`config.mk`:
```
export PLATFORM = sky130hd
export DESIGN_NAME = reg_src_fetch
export DESIGN_NICKNAME = d
export VERILOG_FILES = /design/src/rtl/cpu_reg_pkg.sv /design/src/rtl/src_idx_sel.sv /design/src/rtl/reg_src_fetch.sv
export SDC_FILE = /design/constraint.sdc
export NUM_CORES = 1
export LEC_CHECK = 0
export ABC_AREA = 0
export CORE_UTILIZATION = 50
export CTS_CLUSTER_DIAMETER = 30
export CTS_CLUSTER_SIZE = 30
export DETAILED_ROUTE_END_ITERATION = 10
export PLACE_DENSITY = 0.8
export SYNTH_ARGS = -nofsm -noshare
export SYNTH_HDL_FRONTEND = slang
export SYNTH_SLANG_ARGS = --single-unit
```
`constraint.sdc`:
```
create_clock -name clk -period 2.4 [get_ports clk]
set_clock_uncertainty 0.2 [all_clocks]
set_input_delay 0.24 -clock clk [delete_from_list [all_inputs] [get_ports clk]]
set_output_delay 0.24 -clock clk [all_outputs]
set_load 0.03 [all_outputs]
```
`src/rtl/cpu_reg_pkg.sv`:
```
// Shared register-file definitions: operand source encodings, fixed register
// indices and the operand-fetch state encoding.
package cpu_reg_pkg;

  localparam logic [1:0] SRC_RS = 2'b00;
  localparam logic [1:0] SRC_RT = 2'b01;
  localparam logic [1:0] SRC_RA = 2'b10;
  localparam logic [1:0] SRC_SP = 2'b11;

  localparam int unsigned RA_IDX = 31;
  localparam int unsigned SP_IDX = 29;

  typedef enum logic [2:0] {
    IDLE  = 3'd0,
    RD_A  = 3'd1,
    RD_B  = 3'd2,
    CAP_B = 3'd3,
    DONE  = 3'd4
  } fetch_state_t;

endpackage

```
`src/rtl/src_idx_sel.sv`:
```
// Maps a 2-bit operand source select onto a register index.
module src_idx_sel
  import cpu_reg_pkg::*;
#(
  parameter int unsigned IDX_W = 5
) (
  input  logic [1:0]       src,
  input  logic [IDX_W-1:0] rs,
  input  logic [IDX_W-1:0] rt,
  output logic [IDX_W-1:0] idx_c
);

  always_comb begin
    idx_c = rs;
    case (src)
      SRC_RS:  idx_c = rs;
      SRC_RT:  idx_c = rt;
      SRC_RA:  idx_c = IDX_W'(RA_IDX);
      SRC_SP:  idx_c = IDX_W'(SP_IDX);
      default: idx_c = rs;
    endcase
  end

endmodule

```
`src/rtl/reg_src_fetch.sv`:
```
// Operand-read sequencer: fetches A then B through one registered bank read
// port, forwarding in-flight write-back data, and latches them into a_out/b_out.
module reg_src_fetch
  import cpu_reg_pkg::*;
#(
  parameter int unsigned DATA_W = 32,
  parameter int unsigned IDX_W  = 5
) (
  input  logic              clk,
  input  logic              reset,
  input  logic              start,
  input  logic [1:0]        Src_A,
  input  logic [1:0]        Src_B,
  input  logic [IDX_W-1:0]  rs,
  input  logic [IDX_W-1:0]  rt,
  output logic [IDX_W-1:0]  rf_rd_addr,
  input  logic [DATA_W-1:0] rf_rd_data,
  input  logic              Reg_Write,
  input  logic [IDX_W-1:0]  wr_addr,
  input  logic [DATA_W-1:0] wr_data,
  output logic [DATA_W-1:0] a_out,
  output logic [DATA_W-1:0] b_out,
  output logic              busy,
  output logic              done
);

  fetch_state_t state, nxt;

  logic [IDX_W-1:0]  sel_a_c, sel_b_c;
  logic [IDX_W-1:0]  idx_a, idx_b;
  logic              fwd_a_vld, fwd_b_vld;
  logic [DATA_W-1:0] fwd_a_data, fwd_b_data;

  logic              hit_a, hit_b, win_a, win_b;
  logic [DATA_W-1:0] op_a, op_b;
  logic [IDX_W-1:0]  addr_nxt;
  logic              busy_nxt, done_nxt;

  src_idx_sel #(.IDX_W(IDX_W)) u_sel_a (.src(Src_A), .rs(rs), .rt(rt), .idx_c(sel_a_c));
  src_idx_sel #(.IDX_W(IDX_W)) u_sel_b (.src(Src_B), .rs(rs), .rt(rt), .idx_c(sel_b_c));

  // Next state plus registered-output lookahead
  always_comb begin
    nxt      = state;
    addr_nxt = '0;
    busy_nxt = 1'b0;
    done_nxt = 1'b0;
    case (state)
      IDLE:    if (start) nxt = RD_A;
      RD_A:    nxt = RD_B;
      RD_B:    nxt = CAP_B;
      CAP_B:   nxt = DONE;
      DONE:    nxt = IDLE;
      default: nxt = IDLE;
    endcase
    case (nxt)
      RD_A:    begin addr_nxt = sel_a_c; busy_nxt = 1'b1; end
      RD_B:    begin addr_nxt = idx_b;   busy_nxt = 1'b1; end
      CAP_B:   busy_nxt = 1'b1;
      DONE:    done_nxt = 1'b1;
      default: ;
    endcase
  end

  // Operand selection: r0 forced to zero, then same-cycle write, held forward, bank
  always_comb begin
    win_a = (state == RD_A) || (state == RD_B);
    win_b = (state == RD_B) || (state == CAP_B);
    hit_a = Reg_Write && (wr_addr == idx_a) && (idx_a != '0);
    hit_b = Reg_Write && (wr_addr == idx_b) && (idx_b != '0);
    op_a  = rf_rd_data;
    op_b  = rf_rd_data;
    if (idx_a == '0)    op_a = '0;
    else if (hit_a)     op_a = wr_data;
    else if (fwd_a_vld) op_a = fwd_a_data;
    if (idx_b == '0)    op_b = '0;
    else if (hit_b)     op_b = wr_data;
    else if (fwd_b_vld) op_b = fwd_b_data;
  end

  always_ff @(posedge clk) begin
    if (!reset) begin
      state      <= IDLE;
      rf_rd_addr <= '0;
      busy       <= 1'b0;
      done       <= 1'b0;
      idx_a      <= '0;
      idx_b      <= '0;
      fwd_a_vld  <= 1'b0;
      fwd_b_vld  <= 1'b0;
      fwd_a_data <= '0;
      fwd_b_data <= '0;
      a_out      <= '0;
      b_out      <= '0;
    end else begin
      state      <= nxt;
      rf_rd_addr <= addr_nxt;
      busy       <= busy_nxt;
      done       <= done_nxt;
      if (state == IDLE && start) begin
        idx_a     <= sel_a_c;
        idx_b     <= sel_b_c;
        fwd_a_vld <= 1'b0;
        fwd_b_vld <= 1'b0;
      end
      if (win_a && hit_a) begin
        fwd_a_vld  <= 1'b1;
        fwd_a_data <= wr_data;
      end
      if (win_b && hit_b) begin
        fwd_b_vld  <= 1'b1;
        fwd_b_data <= wr_data;
      end
      if (state == RD_B)  a_out <= op_a;
      if (state == CAP_B) b_out <= op_b;
    end
  end

endmodule

```
# [After elaboration in Yosys (flattened, before gate mapping)]
# Cells that the tools add are included.
# Widths: inputs -> output; s select.
[word_totals] register_bits=150 output_inout_bits=71 inputBits=87 word_cells=62
[op_classes] muxes=16 reduce_logical=19 eq_ne=15
[op_table] operator="$mux 32" n=6
[op_table] operator="$pmux 5 s4" n=2
[op_table] operator="$eq 3x2->1 const B" n=4
[op_table] operator="$pmux 3 s4" n=1
[op_table] operator="$eq 5x5->1" n=2
[op_table] operator="$logic_not 5->1" n=2
[op_table] operator="$pmux 5 s2" n=1
[op_table] operator="$reduce_bool 5->1" n=2
[op_table] operator="$eq 2x2->1 const B" n=4
[op_table] operator="$logic_and 1x1->1" n=7
[op_table] operator="$eq 3x1->1 const B" n=2
[op_table] operator="$mux 1" n=5
[op_table] operator="$eq 2x1->1 const B" n=2
[op_table] operator="$logic_not 2->1" n=2
[op_table] operator="$reduce_bool 2->1" n=2
[op_table] operator="$eq 3x3->1 const B" n=1
[op_table] operator="$logic_not 3->1" n=1
[op_table] operator="$mux 3" n=1
[op_table] operator="$reduce_or 3->1" n=1
[op_table] operator="$logic_or 1x1->1" n=2

# [Depth between registers and ports, before layout]
# Gate-level depths: netlist of run 1.
[logic_depth] depth_word=5 mapped_depth=7

# [Hierarchy]
# Synthesis of run 1 repeated with hierarchy kept, for this count alone.
[hier_totals] hier_cells=810 hier_area_um2=6934.2
[by_module_without_submodules] mod="reg_src_fetch" cells_each=786 n_inst=1 area_per_inst_um2=6739.0
[by_module_without_submodules] mod="src_idx_sel" cells_each=12 n_inst=2 area_per_inst_um2=97.6

# [Least setup slack after synthesis of run 1]
# No wires, ideal clock.
[synth_timing] path_kind="reg-to-reg" start="register state[0]" end="register idx_b[2]" path_stages_with_launch=5 arrival_ns=1.479 setup_ns=0.129 t_required_ns=2.071 slack_ns=0.592 n_path_buf=1 period_less_slack_ns=1.808 cell_sequence="dfxtp_1 -> or4b_1 -> buf_2 -> a2111oi_0 -> nor2_1"
[synth_between] elab_chain_len=2
[synth_lines] element="start, declared" line_no="reg_src_fetch.sv:27" text="fetch_state_t state, nxt;"
[synth_lines] element="start signal, assigned" line_no="reg_src_fetch.sv:96" text="state <= nxt;"
[synth_lines] element="$logic_not 3->1" line_no="reg_src_fetch.sv:100" text="if (state == IDLE && start) begin"
[synth_lines] element="$logic_and 1x1->1" line_no="reg_src_fetch.sv:100"
[synth_lines] element="end signal, assigned" line_no="reg_src_fetch.sv:102" text="idx_b <= sel_b_c;"
[synth_lines] element="end, declared" line_no="reg_src_fetch.sv:30" text="logic [IDX_W-1:0] idx_a, idx_b;"
# No other way between the ends.
# A chain may end at the register's enable or synchronous reset.

# [Worst setup path in the final report of run 1]
[layout_timing] start="register idx_b[0]" end="register fwd_b_data[7]"
[layout_between] elab_chain_len=4 elab_cells_between_ends=5 classes_between="eq/ne: 1; reduce/logical: 4"
[layout_lines] element="$eq 5x5->1" line_no="reg_src_fetch.sv:70" text="hit_b = Reg_Write && (wr_addr == idx_b) && (idx_b != '0);"
[layout_lines] element="$logic_and 1x1->1" line_no="reg_src_fetch.sv:70"
[layout_lines] element="$logic_and 1x1->1 (*)" line_no="reg_src_fetch.sv:70"
[layout_lines] element="$logic_and 1x1->1 (*)" line_no="reg_src_fetch.sv:110" text="if (win_b && hit_b) begin"
[layout_lines] element="end signal, assigned" line_no="reg_src_fetch.sv:112" text="fwd_b_data <= wr_data;"
[layout_lines] element="end, declared" line_no="reg_src_fetch.sv:32" text="logic [DATA_W-1:0] fwd_a_data, fwd_b_data;"
# Mark *: on every way between the ends. The rest lies on a longest branch, timed or not.

==> Implementation_results.wiki, run 1 <==
{| class="wikitable"
! Metric !! Value
|-
| Final Critical Period || 1.99 ns
|-
| Largest net degree at the start of global routing || 82
|-
| Part of the Yosys area used for sequential elements || 0.454
|-
| Aggregate negative setup slack || 0 ns
|-
| Fraction of final layout cells sized beyond drive strength 1 || 0.0741
|-
| Layout Area Growth over Synthesis || 35.9%
|-
| ANT nets after route || 0
|-
| Count of state elements after synthesis || 150
|-
| Master cell of the clock root buffer || clkbuf_16
|-
| Sequential cell area || 0.00301 mm²
|-
| Synth async-reset ratio || 0
|-
| Maximum Capacitance Violations || 0
|-
| Post-synth design cell area || 0.00661 mm²
|-
| Fin. max-slew vios || 0
|-
| Detailed-route via count || 6167
|-
| Half-perimeter wire length of the detailed placement result || 12200 µm
|-
| Result of the run || finished clean
|-
| Initial standard-cell utilization of the core || 0.517
|-
| Final hold viol count || 0
|-
| Hold Path Origin || reset
|-
| Syn Nets || 884
|-
| Die Width || 117 µm
|-
| Area taken by multi-input logic gates || 0.00330 mm²
|-
| Drt total wl || 18100 µm
|-
| WL per Instance || 16.2 µm
|-
| Number of antenna violations at the first check in global routing || 0
|-
| Pwr per Cell Area || 715 mW/mm²
|-
| Leak pwr || 3.41 nW
|-
| Wire length of the first global-routing pass || 29000 µm
|-
| Number of clock sinks || 150
|-
| Average cell area after synthesis || 8.29 µm²
|-
| Post-CTS setup repair buffer count || 0
|-
| Endpoint arrival time on the critical path || 2.10 ns
|-
| Critical path required time || 2.50 ns
|-
| Actual transition at the worst max-transition pin || 0.680 ns
|-
| Dominant register cell in the synthesized netlist || dfxtp_1
|-
| Share of the clock period used by the worst path after layout || 0.831
|-
| Cells after synthesis || 797
|-
| Total of endpoints with negative setup slack in the final report || 0
|-
| Worst-case reg-to-reg path depth || 6
|-
| Endpoint of the worst-slack reg-to-reg timing path || fwd_b_data[7]
|-
| Core Area || 0.0128 mm²
|-
| Hold crit path type || input port to flip-flop
|-
| List of cells traversed by the critical path || inv_2, a222oi_1, and4_1, nand2_4, buf_12, mux2i_1
|-
| Internal reg-to-reg setup slack || 0.41 ns
|-
| Type of element launching the critical path || flip-flop
|-
| EDFF count, synth || 0
|-
| Post-route cell area || 0.00898 mm²
|-
| Peak Freq || 502 MHz
|-
| Hold_ws || 0.0525 ns
|-
| Clock Latency Late Sink || 0.42 ns
|-
| Net count, final || 1019
|-
| Total global routing overflow || 0
|-
| Placement-stage cell area || 0.00836 mm²
|-
| Crit Path Max Fanout || 28
|-
| Row count || 41
|-
| End point of the worst hold path || busy
|-
| Worst-path clk slew || 0.06 ns
|-
| Filler Cell Count || 1028
|-
| Number of top-level pins || 158
|-
| Netlist cell types || 41
|-
| Launch instance of the worst register-to-register path || idx_b[0]
|-
| GR Util All Layers || 0.278
|-
| Delay contributed by the slowest stage of the critical path || 0.41 ns
|-
| Vertical extent of the die || 117 µm
|-
| Maximum count of clock buffers along a single path || 2
|-
| Count of TritonRoute iterations in the first routing pass || 4
|-
| Remaining DRCs || 0
|-
| TritonCTS clock tree || done
|-
| Hold Path Cell Cnt || 2
|-
| Critical path class || flip-flop to flip-flop
|-
| RSZ-0062 raised after global routing || no
|-
| Area of the die || 0.0137 mm²
|-
| Total CTS buffers || 17
|-
| Number of warnings printed during yosys synthesis || 0
|-
| Cts hold-fix bufs || 0
|-
| Number of instances resized during post-cts repair || 0
|-
| Worst max-slew margin expressed relative to the limit || 0.546
|-
| Port buffer count || 157
|-
| Worst VDD drop || 583 µV
|-
| Core Util, Final || 0.703
|-
| Number of diodes || 0
|-
| Count of H-tree levels built during CTS || 4
|-
| Vias in the first global route || 5821
|-
| Vias per cell || 5.52
|-
| Weighted congestion at the end of routability-driven global placement || 0.816
|-
| Slowest-stage cell, CP || dfxtp_1
|-
| Crit path capture type || flip-flop
|-
| DRT iter0 DRCs || 423
|}
[metrics by stage]
stage / setup slack (ns) / power [mW] / instances
2_1_floorplan: 0.592 / 3.22 / 797
3_3_place_gp: 0.179 / 3.65 / 1085
3_5_place_dp: 0.130 / 3.66 / 1085
4_1_cts: 0.402 / 6.45 / 1117
5_1_grt: 0.221 / 6.67 / 1117
6_report: 0.406 / 6.42 / 1117
[synth_stat cells (2+ instances only)]
cell	n	area share
a2111oi_0	4	0.0053
a211oi_1	61	0.069
a21boi_0	12	0.014
a21boi_1	2	0.0023
and2_1	3	0.0028
and2b_1	2	0.0023
and3_1	4	0.0038
buf_1	5	0.0028
buf_2	18	0.014
buf_4	3	0.0034
buf_6	3	0.0051
clkbuf_1	37	0.021
dfxtp_1	150	0.45
inv_1	2	0.0011
inv_2	2	0.0011
mux2_2	4	0.0068
mux2i_1	32	0.048
nand2_1	143	0.081
nand2b_1	5	0.0047
nand3_1	39	0.030
nand4_1	2	0.0019
nor2_1	8	0.0045
nor2b_1	66	0.062
o2111ai_1	3	0.0040
o21a_1	2	0.0023
o21ai_0	126	0.095
o21ai_1	38	0.029
o311ai_0	2	0.0027
xnor2_1	2	0.0027
xor2_1	6	0.0080
[placed cells by master, fill, tap and decap left out, types with 2 or more instances in the layout]
cell	Yosys	final
a211oi_1	61	61
a21boi_0	12	12
clkinv_2	0	4
a2111oi_0	4	4
nand2_1	143	143
nor2b_1	66	65
nor2_1	8	8
clkdlybuf4s50_1	0	156
inv_1	2	2
inv_2	2	2
clkinvlp_4	0	4
o311ai_0	2	2
nand3_1	39	39
o21a_1	2	2
dfxtp_1	150	148
and3_1	4	4
o21ai_0	126	126
bufinv_16	0	4
dfxtp_2	0	2
buf_4	3	22
clkbuf_16	0	17
mux2_2	4	4
and2_1	3	3
buf_12	0	5
nand2b_1	5	5
nand4_1	2	2
mux2i_1	32	32
xnor2_1	2	2
o21ai_1	38	38
and2b_1	2	2
xor2_1	6	6
o2111ai_1	3	3
[layout make-up]
cell class | instances | area share
multi-input cells | 576 | 0.367
flip-flops and latches | 150 | 0.335
repair buffers | 183 | 0.203
clock buffers | 19 | 0.0493
well taps | 172 | 0.0240
clock inverters | 13 | 0.0199
inverters | 4 | 0.00167
[routing by layer]
layer,global-route usage,vias to the layer above,part of all wire
met1,0.343,2838,0.44
met5,0,-,0
met3,0.0675,41,0.061
met2,0.460,221,0.47
li1,-,3067,-
met4,0.123,0,0.027
[registers in the layout, summed over array words and instances, names as in the netlist]
signal / flops
idx_a: 5
a_out: 32
fwd_a_data: 32
fwd_a_vld: 1
idx_b: 5
b_out: 32
busy: 1
fwd_b_vld: 1
fwd_b_data: 32
done: 1
state: 3
rf_rd_addr: 5
[how the worst max path moves through the flow]
stage	start	endpoint	slack [ns]	depth (start not counted)
finish	idx_b[0]	fwd_b_data[7]	0.41	6
detailed placement	wr_addr[0]	fwd_b_data[8]	0.13	6
floorplan	state[0]	idx_b[2]	0.59	4
global placement	wr_addr[0]	fwd_b_data[31]	0.18	6
global route	state[1]	a_out[0]	0.22	6
CTS	idx_b[4]	b_out[6]	0.40	6
[worst max-delay path, delay by kind of cell (launching register included)]
kind | cells | cell delay, ns
mux | 1 | 0.15
flops | 1 | 0.41
compound gates | 1 | 0.38
buf+inv | 2 | 0.24
simple gates | 2 | 0.49
[power breakdown]
part	leakage (nW)	switching [mW]	total, mW	internal, mW
clock	0.295	1.05	2.81	1.76
sequential	1.21	0.0761	2.67	2.60
combinational	1.90	0.520	0.943	0.423
[kinds of logic after synthesis]
kind of cell / after synthesis / synth area share
muxes: 36 / 0.0553
buffers and inverters: 71 / 0.0490
xor gates and xnor gates: 8 / 0.0106
AOI/OAI and AO/OA: 253 / 0.229
DFF: 150 / 0.454
and+or+nand+nor: 279 / 0.202
No activity file was read; power rests on OpenSTA's default activity.
==> inputs of run 2 (changes only) <==
--- a/config.mk
+++ b/config.mk
@@ -6,11 +6,11 @@
 export NUM_CORES = 1
 export LEC_CHECK = 0
 export ABC_AREA = 0
-export CORE_UTILIZATION = 50
+export CORE_UTILIZATION = 45
 export CTS_CLUSTER_DIAMETER = 30
 export CTS_CLUSTER_SIZE = 30
 export DETAILED_ROUTE_END_ITERATION = 10
-export PLACE_DENSITY = 0.8
+export PLACE_DENSITY = 0.76
 export SYNTH_ARGS = -nofsm -noshare
 export SYNTH_HDL_FRONTEND = slang
 export SYNTH_SLANG_ARGS = --single-unit
==> constraint.sdc (replaced) <==
create_clock -name clk -period 1.8 [get_ports clk]
set_clock_uncertainty 0.2 [all_clocks]
set_input_delay 0.18 -clock clk [delete_from_list [all_inputs] [get_ports clk]]
set_output_delay 0.18 -clock clk [all_outputs]
set_load 0.03 [all_outputs]
==> Implementation_results.wiki, run 2 (synthesis gave the netlist of run 1 again) <==
{| class="wikitable"
! Metric !! Value
|-
| Result of the run || finished, violations left
|-
| Failing checks || negative setup slack
|-
| Net count, final || 1076 (+5.6%)
|-
| Crit Path Max Fanout || 7 (-75%)
|-
| Vias in the first global route || 6417 (+10%)
|-
| Row count || 43 (+4.9%)
|-
| Port buffer count || 157 (unchanged)
|-
| Vertical extent of the die || 123 µm (+5.3%)
|-
| Fraction of final layout cells sized beyond drive strength 1 || 0.253 (+0.179)
|-
| Launch instance of the worst register-to-register path || idx_b[0]
|-
| Internal reg-to-reg setup slack || -0.20 ns (-0.61 ns)
|-
| Crit path capture type || flip-flop
|-
| Final Critical Period || 2.00 ns (+0.0103 ns)
|-
| Worst VDD drop || 691 µV (+19%)
|-
| Worst-case reg-to-reg path depth || 8 (+2)
|-
| Share of the clock period used by the worst path after layout || 1.11 (+0.283)
|-
| Actual transition at the worst max-transition pin || 0.427 ns (-0.253 ns)
|-
| Worst-path clk slew || 0.06 ns (about the same)
|-
| ANT nets after route || 0 (unchanged)
|-
| Core Util, Final || 0.738 (+0.0351)
|-
| Initial standard-cell utilization of the core || 0.469 (-0.0485)
|-
| Total of endpoints with negative setup slack in the final report || 130 (+130)
|-
| Placement-stage cell area || 0.00861 mm² (+3.0%)
|-
| Pwr per Cell Area || 854 mW/mm² (+19%)
|-
| End point of the worst hold path || fwd_a_data[13]
|-
| Worst slack after detailed placement || -0.419 ns (-0.548 ns)
|-
| Type of element launching the critical path || flip-flop
|-
| Post-route cell area || 0.0104 mm² (+16%)
|-
| Wire length of the first global-routing pass || 31900 µm (+10%)
|-
| Leak pwr || 4.34 nW (+27%)
|-
| Worst max-slew margin expressed relative to the limit || 0.712 (+0.166)
|-
| RSZ-0062 raised after global routing || yes
|-
| Critical path class || flip-flop to flip-flop
|-
| Count of TritonRoute iterations in the first routing pass || 4 (unchanged)
|-
| Endpoint arrival time on the critical path || 2.16 ns (+0.06 ns)
|-
| Setup ws final || -0.204 ns (-0.610 ns)
|-
| Total CTS buffers || 17 (unchanged)
|-
| DR WL met2 || 11700 µm (+37%)
|-
| Die Width || 123 µm (+5.3%)
|-
| Core Area || 0.0141 mm² (+10%)
|-
| Peak Freq || 499 MHz (-0.51%)
|-
| Remaining DRCs || 0 (unchanged)
|-
| Half-perimeter wire length of the detailed placement result || 12700 µm (+4.7%)
|-
| Detailed-route via count || 6962 (+13%)
|-
| Highest-count cells in the layout ignoring fill and taps || nand2_1, dfxtp_1, clkdlybuf4s50_1
|-
| Largest net degree at the start of global routing || 72 (-12%)
|-
| Drt total wl || 24300 µm (+34%)
|-
| Hold Path Cell Cnt || 3 (+1)
|-
| DRT iter0 DRCs || 594 (+40%)
|-
| Layout Area Growth over Synthesis || 57.4%
|-
| Count of H-tree levels built during CTS || 4 (unchanged)
|-
| Maximum count of clock buffers along a single path || 2 (unchanged)
|-
| Fin. max-slew vios || 0 (unchanged)
|-
| Endpoint of the worst-slack reg-to-reg timing path || fwd_b_data[11]
|-
| Clock Latency Late Sink || 0.44 ns (+0.02 ns)
|-
| Maximum Capacitance Violations || 0 (unchanged)
|-
| Number of antenna violations at the first check in global routing || 1 (+1)
|-
| Hold crit path type || input port to flip-flop
|-
| Master cell of the clock root buffer || clkbuf_16
|-
| WL per Instance || 20.6 µm (+27%)
|-
| Number of clock sinks || 150 (unchanged)
|-
| Vias per cell || 5.90 (+6.8%)
|-
| Area of the die || 0.0152 mm² (+11%)
|-
| Filler Cell Count || 1008 (-1.9%)
|-
| Routed length on met3 || 1940 µm (+76%)
|-
| Number of top-level pins || 158 (unchanged)
|-
| GR Util All Layers || 0.277 (-0.000305)
|-
| Final hold viol count || 0 (unchanged)
|-
| TritonCTS clock tree || done
|-
| Power after layout || 8.88 mW (+38%)
|-
| Top Layer Used || met4
|-
| Routed length on met1 || 9590 µm (+21%)
|-
| Total global routing overflow || 0 (unchanged)
|-
| Critical path required time || 1.95 ns (-0.55 ns)
|-
| Weighted congestion at the end of routability-driven global placement || 0.819 (+0.33%)
|-
| Hold Path Origin || wr_data[13]
|}
[run 2: worst max-delay path by stage]
stage | start | to | slack [ns] | cells past startpoint
2_1_floorplan | state[0] | idx_b[2] | -0.008 | 4
3_3_place_gp | start | idx_b[4] | -0.37 | 4
3_5_place_dp | wr_addr[0] | b_out[12] | -0.42 | 7
4_1_cts | idx_b[0] | b_out[11] | -0.09 | 8
5_1_grt | idx_a[1] | a_out[29] | -0.30 | 7
6_report | idx_b[0] | fwd_b_data[11] | -0.20 | 8
[run 2: report_power, final]
part | switching [mW] | internal, mW | leakage [nW]
Sequential | 0.0900 | 3.47 | 1.22
Clock | 1.42 | 2.26 | 0.295
Combinational | 0.897 | 0.742 | 2.83
[run 2: area by class of cell]
class,instances,area [µm²],area share
diodes,1,2.50,0.000241
clock buffers,21,470,0.0452
clock inverters,9,126,0.0121
inverters,4,15.0,0.00144
multi-input cells,576,3900,0.375
flip-flops and latches,150,3010,0.290
well taps,180,225,0.0216
repair buffers,240,2650,0.255
[run 2: what timing repair did]
item,CTS,global route
pin swaps,12,37
cloned,4,16
setup endpoints to repair,184,141
hold endpoints to repair,6,0
gates resized for setup,179,169
setup buffers,6,7
hold buffers,1,0
[run 2: worst max-delay path: stages, from the launching register on]
cell,delay [ns]
dfxtp_2,0.33
buf_4,0.14
buf_4,0.13
nand2b_1,0.06
o2111a_1,0.24
and4_4,0.36
nand2_8,0.12
buf_12,0.16
mux2i_1,0.18
[run 2: routing by layer]
layer,vias up,track usage
li1,3192,-
met1,3323,0.320
met2,347,0.479
met3,100,0.0641
met4,0,0.139
met5,-,0
[run 2: per-stage QoR]
step / std cells / setup TNS, ns / hold WS (ns)
2_1_floorplan: 797 / -0.0164 / 0.126
3_3_place_gp: 1118 / -39.93 / 0.234
3_5_place_dp: 1118 / -43.29 / 0.240
4_1_cts: 1159 / -5.32 / 0.185
5_1_grt: 1180 / -26.74 / 0.243
6_report: 1181 / -17.12 / 0.219
==> inputs of run 3 (changes only) <==
--- a/config.mk
+++ b/config.mk
@@ -6,11 +6,10 @@
 export NUM_CORES = 1
 export LEC_CHECK = 0
 export ABC_AREA = 0
-export CORE_UTILIZATION = 45
-export CTS_CLUSTER_DIAMETER = 30
+export CORE_UTILIZATION = 50
 export CTS_CLUSTER_SIZE = 30
 export DETAILED_ROUTE_END_ITERATION = 10
-export PLACE_DENSITY = 0.76
+export PLACE_DENSITY = 0.8
 export SYNTH_ARGS = -nofsm -noshare
 export SYNTH_HDL_FRONTEND = slang
 export SYNTH_SLANG_ARGS = --single-unit
==> constraint.sdc (replaced) <==
create_clock -name clk -period 2.2 [get_ports clk]
set_clock_uncertainty 0.2 [all_clocks]
set_input_delay 0.22 -clock clk [delete_from_list [all_inputs] [get_ports clk]]
set_output_delay 0.22 -clock clk [all_outputs]
set_load 0.03 [all_outputs]
==> Implementation_results.wiki, run 3 (synthesis gave the netlist of run 1 again) <==
{| class="wikitable"
! Metric !! Value
|-
| Result of the run || finished clean
|-
| Share of the clock period used by the worst path after layout || 0.909 (-0.204)
|-
| Number of clock sinks || 150 (unchanged)
|-
| RSZ-0062 raised after global routing || no
|-
| TritonCTS clock tree || done
|-
| Number of diodes || 0 (-1)
|-
| Worst slack after detailed placement || -0.0977 ns (+0.321 ns)
|-
| Total CTS buffers || 17 (unchanged)
|-
| DRT iter0 DRCs || 381 (-36%)
|-
| Weighted congestion at the end of routability-driven global placement || 0.841 (+2.7%)
|-
| Master cell of the clock root buffer || clkbuf_16
|-
| Setup ws final || 0.200 ns (+0.404 ns)
|-
| Endpoint arrival time on the critical path || 2.10 ns (-0.06 ns)
|-
| Peak Freq || 500 MHz (+0.20%)
|-
| Vertical extent of the die || 117 µm (-5.0%)
|-
| ANT nets after route || 0 (unchanged)
|-
| Cts hold-fix bufs || 1 (unchanged)
|-
| Maximum count of clock buffers along a single path || 2 (unchanged)
|-
| Total global routing overflow || 0 (unchanged)
|-
| Most common cell after layout, fill and taps aside || clkdlybuf4s50_1
|-
| Worst VDD drop || 577 µV (-17%)
|-
| Pwr per Cell Area || 759 mW/mm² (-11%)
|-
| Row count || 41 (-4.7%)
|-
| Type of element launching the critical path || flip-flop
|-
| Count of TritonRoute iterations in the first routing pass || 6 (+2)
|-
| Worst-path clk slew || 0.06 ns (about the same)
|-
| Critical path required time || 2.30 ns (+0.35 ns)
|-
| Crit Path Max Fanout || 17 (+10)
|-
| Highest-count cells in the layout ignoring fill and taps || clkdlybuf4s50_1, dfxtp_1, nand2_1
|-
| Fraction of final layout cells sized beyond drive strength 1 || 0.0808 (-0.172)
|-
| Hold crit path type || input port to flip-flop
|-
| Post-route cell area || 0.00909 mm² (-13%)
|-
| Net count, final || 1027 (-4.6%)
|-
| Remaining DRCs || 0 (unchanged)
|-
| Half-perimeter wire length of the detailed placement result || 12400 µm (-2.8%)
|-
| Critical path class || flip-flop to flip-flop
|-
| Final Critical Period || 2.00 ns (-0.00399 ns)
|-
| Power after layout || 6.90 mW (-22%)
|-
| Crit path capture type || flip-flop
|-
| Core Util, Final || 0.712 (-0.0263)
|-
| Post-CTS setup repair buffer count || 0 (-6)
|-
| Port buffer count || 157 (unchanged)
|-
| Maximum Capacitance Violations || 0 (unchanged)
|-
| Area of the die || 0.0137 mm² (-9.8%)
|-
| Leak pwr || 3.48 nW (-20%)
|-
| Count of H-tree levels built during CTS || 4 (unchanged)
|-
| Clock Latency Late Sink || 0.43 ns (about the same)
|-
| Initial standard-cell utilization of the core || 0.517 (+0.0485)
|-
| Number of antenna violations at the first check in global routing || 0 (-1)
|-
| Largest net degree at the start of global routing || 71 (-1.4%)
|-
| Vias per cell || 5.52 (-6.3%)
|-
| Actual transition at the worst max-transition pin || 0.481 ns (+0.0534 ns)
|-
| Die Width || 117 µm (-5.0%)
|-
| Layout Area Growth over Synthesis || 37.6%
|-
| Fin. max-slew vios || 0 (unchanged)
|-
| Core Area || 0.0128 mm² (-9.4%)
|-
| Total of endpoints with negative setup slack in the final report || 0 (-100%)
|-
| Wire length of the first global-routing pass || 29400 µm (-7.9%)
|-
| Number of top-level pins || 158 (unchanged)
|-
| WL per Instance || 16.6 µm (-20%)
|-
| GR Util All Layers || 0.283 (+0.00530)
|-
| Aggregate negative setup slack || 0 ns (+17.12 ns)
|-
| Vias in the first global route || 5915 (-7.8%)
|-
| Number of instances resized during post-cts repair || 0 (-100%)
|-
| Detailed-route via count || 6215 (-11%)
|-
| Placement-stage cell area || 0.00849 mm² (-1.5%)
|-
| Drt total wl || 18600 µm (-23%)
|-
| Final hold viol count || 0 (unchanged)
|-
| Worst max-slew margin expressed relative to the limit || 0.680 (-0.0320)
|}
==> run 3: path summary, 6_finish.rpt <==
check | from | end | slack, ns | depth (start not counted)
setup / recovery | idx_b[4] | b_out[6] | 0.20 | 6
hold / removal | wr_data[20] | fwd_b_data[20] | 0.23 | 3
setup reg to reg | idx_b[4] | b_out[6] | 0.20 | 6
hold reg to reg | b_out[8] | b_out[8] | 0.24 | 2
==> run 3: metal layers <==
metal	vias up	global-route usage	part of all wire
met5	-	0	0
met4	0	0.129	0.019
met3	25	0.0546	0.051
met2	202	0.490	0.50
met1	2904	0.339	0.43
li1	3084	-	-
==> run 3: critical path, cell delays in order (launching register included) <==
cell and delay (ns):
dfxtp_1 0.36, nor4_1 0.28, nand2_1 0.13, and4_1 0.31, buf_12 0.20, a211oi_1 0.28, o21ai_1 0.12
==> run 3: per-stage QoR <==
stage	hold slack [ns]	cells
finish	0.233	1125
global route	0.250	1125
CTS	0.227	1125
detailed placement	0.237	1092
global placement	0.232	1092
floorplan	0.166	797
==> run 3: layout make-up <==
| class | instances | area, µm² |
|---|---|---|
| sequential | 150 | 3010 |
| fill | 1014 | 3680 |
| clock buffer | 23 | 498 |
| timing repair buffer | 191 | 1960 |
| multi-input combinational | 576 | 3300 |
| clock inverter | 9 | 97.6 |
| tap | 172 | 215 |
| inverter | 4 | 15.0 |
==> run 3: power breakdown <==
group / switching, mW / total [mW] / internal, mW / leakage (nW)
combinational: 0.585 / 1.07 / 0.486 / 1.97
clock: 1.11 / 2.92 / 1.81 / 0.298
sequential: 0.0799 / 2.91 / 2.83 / 1.21
total: 1.77 / 6.90 / 5.13 / 3.48
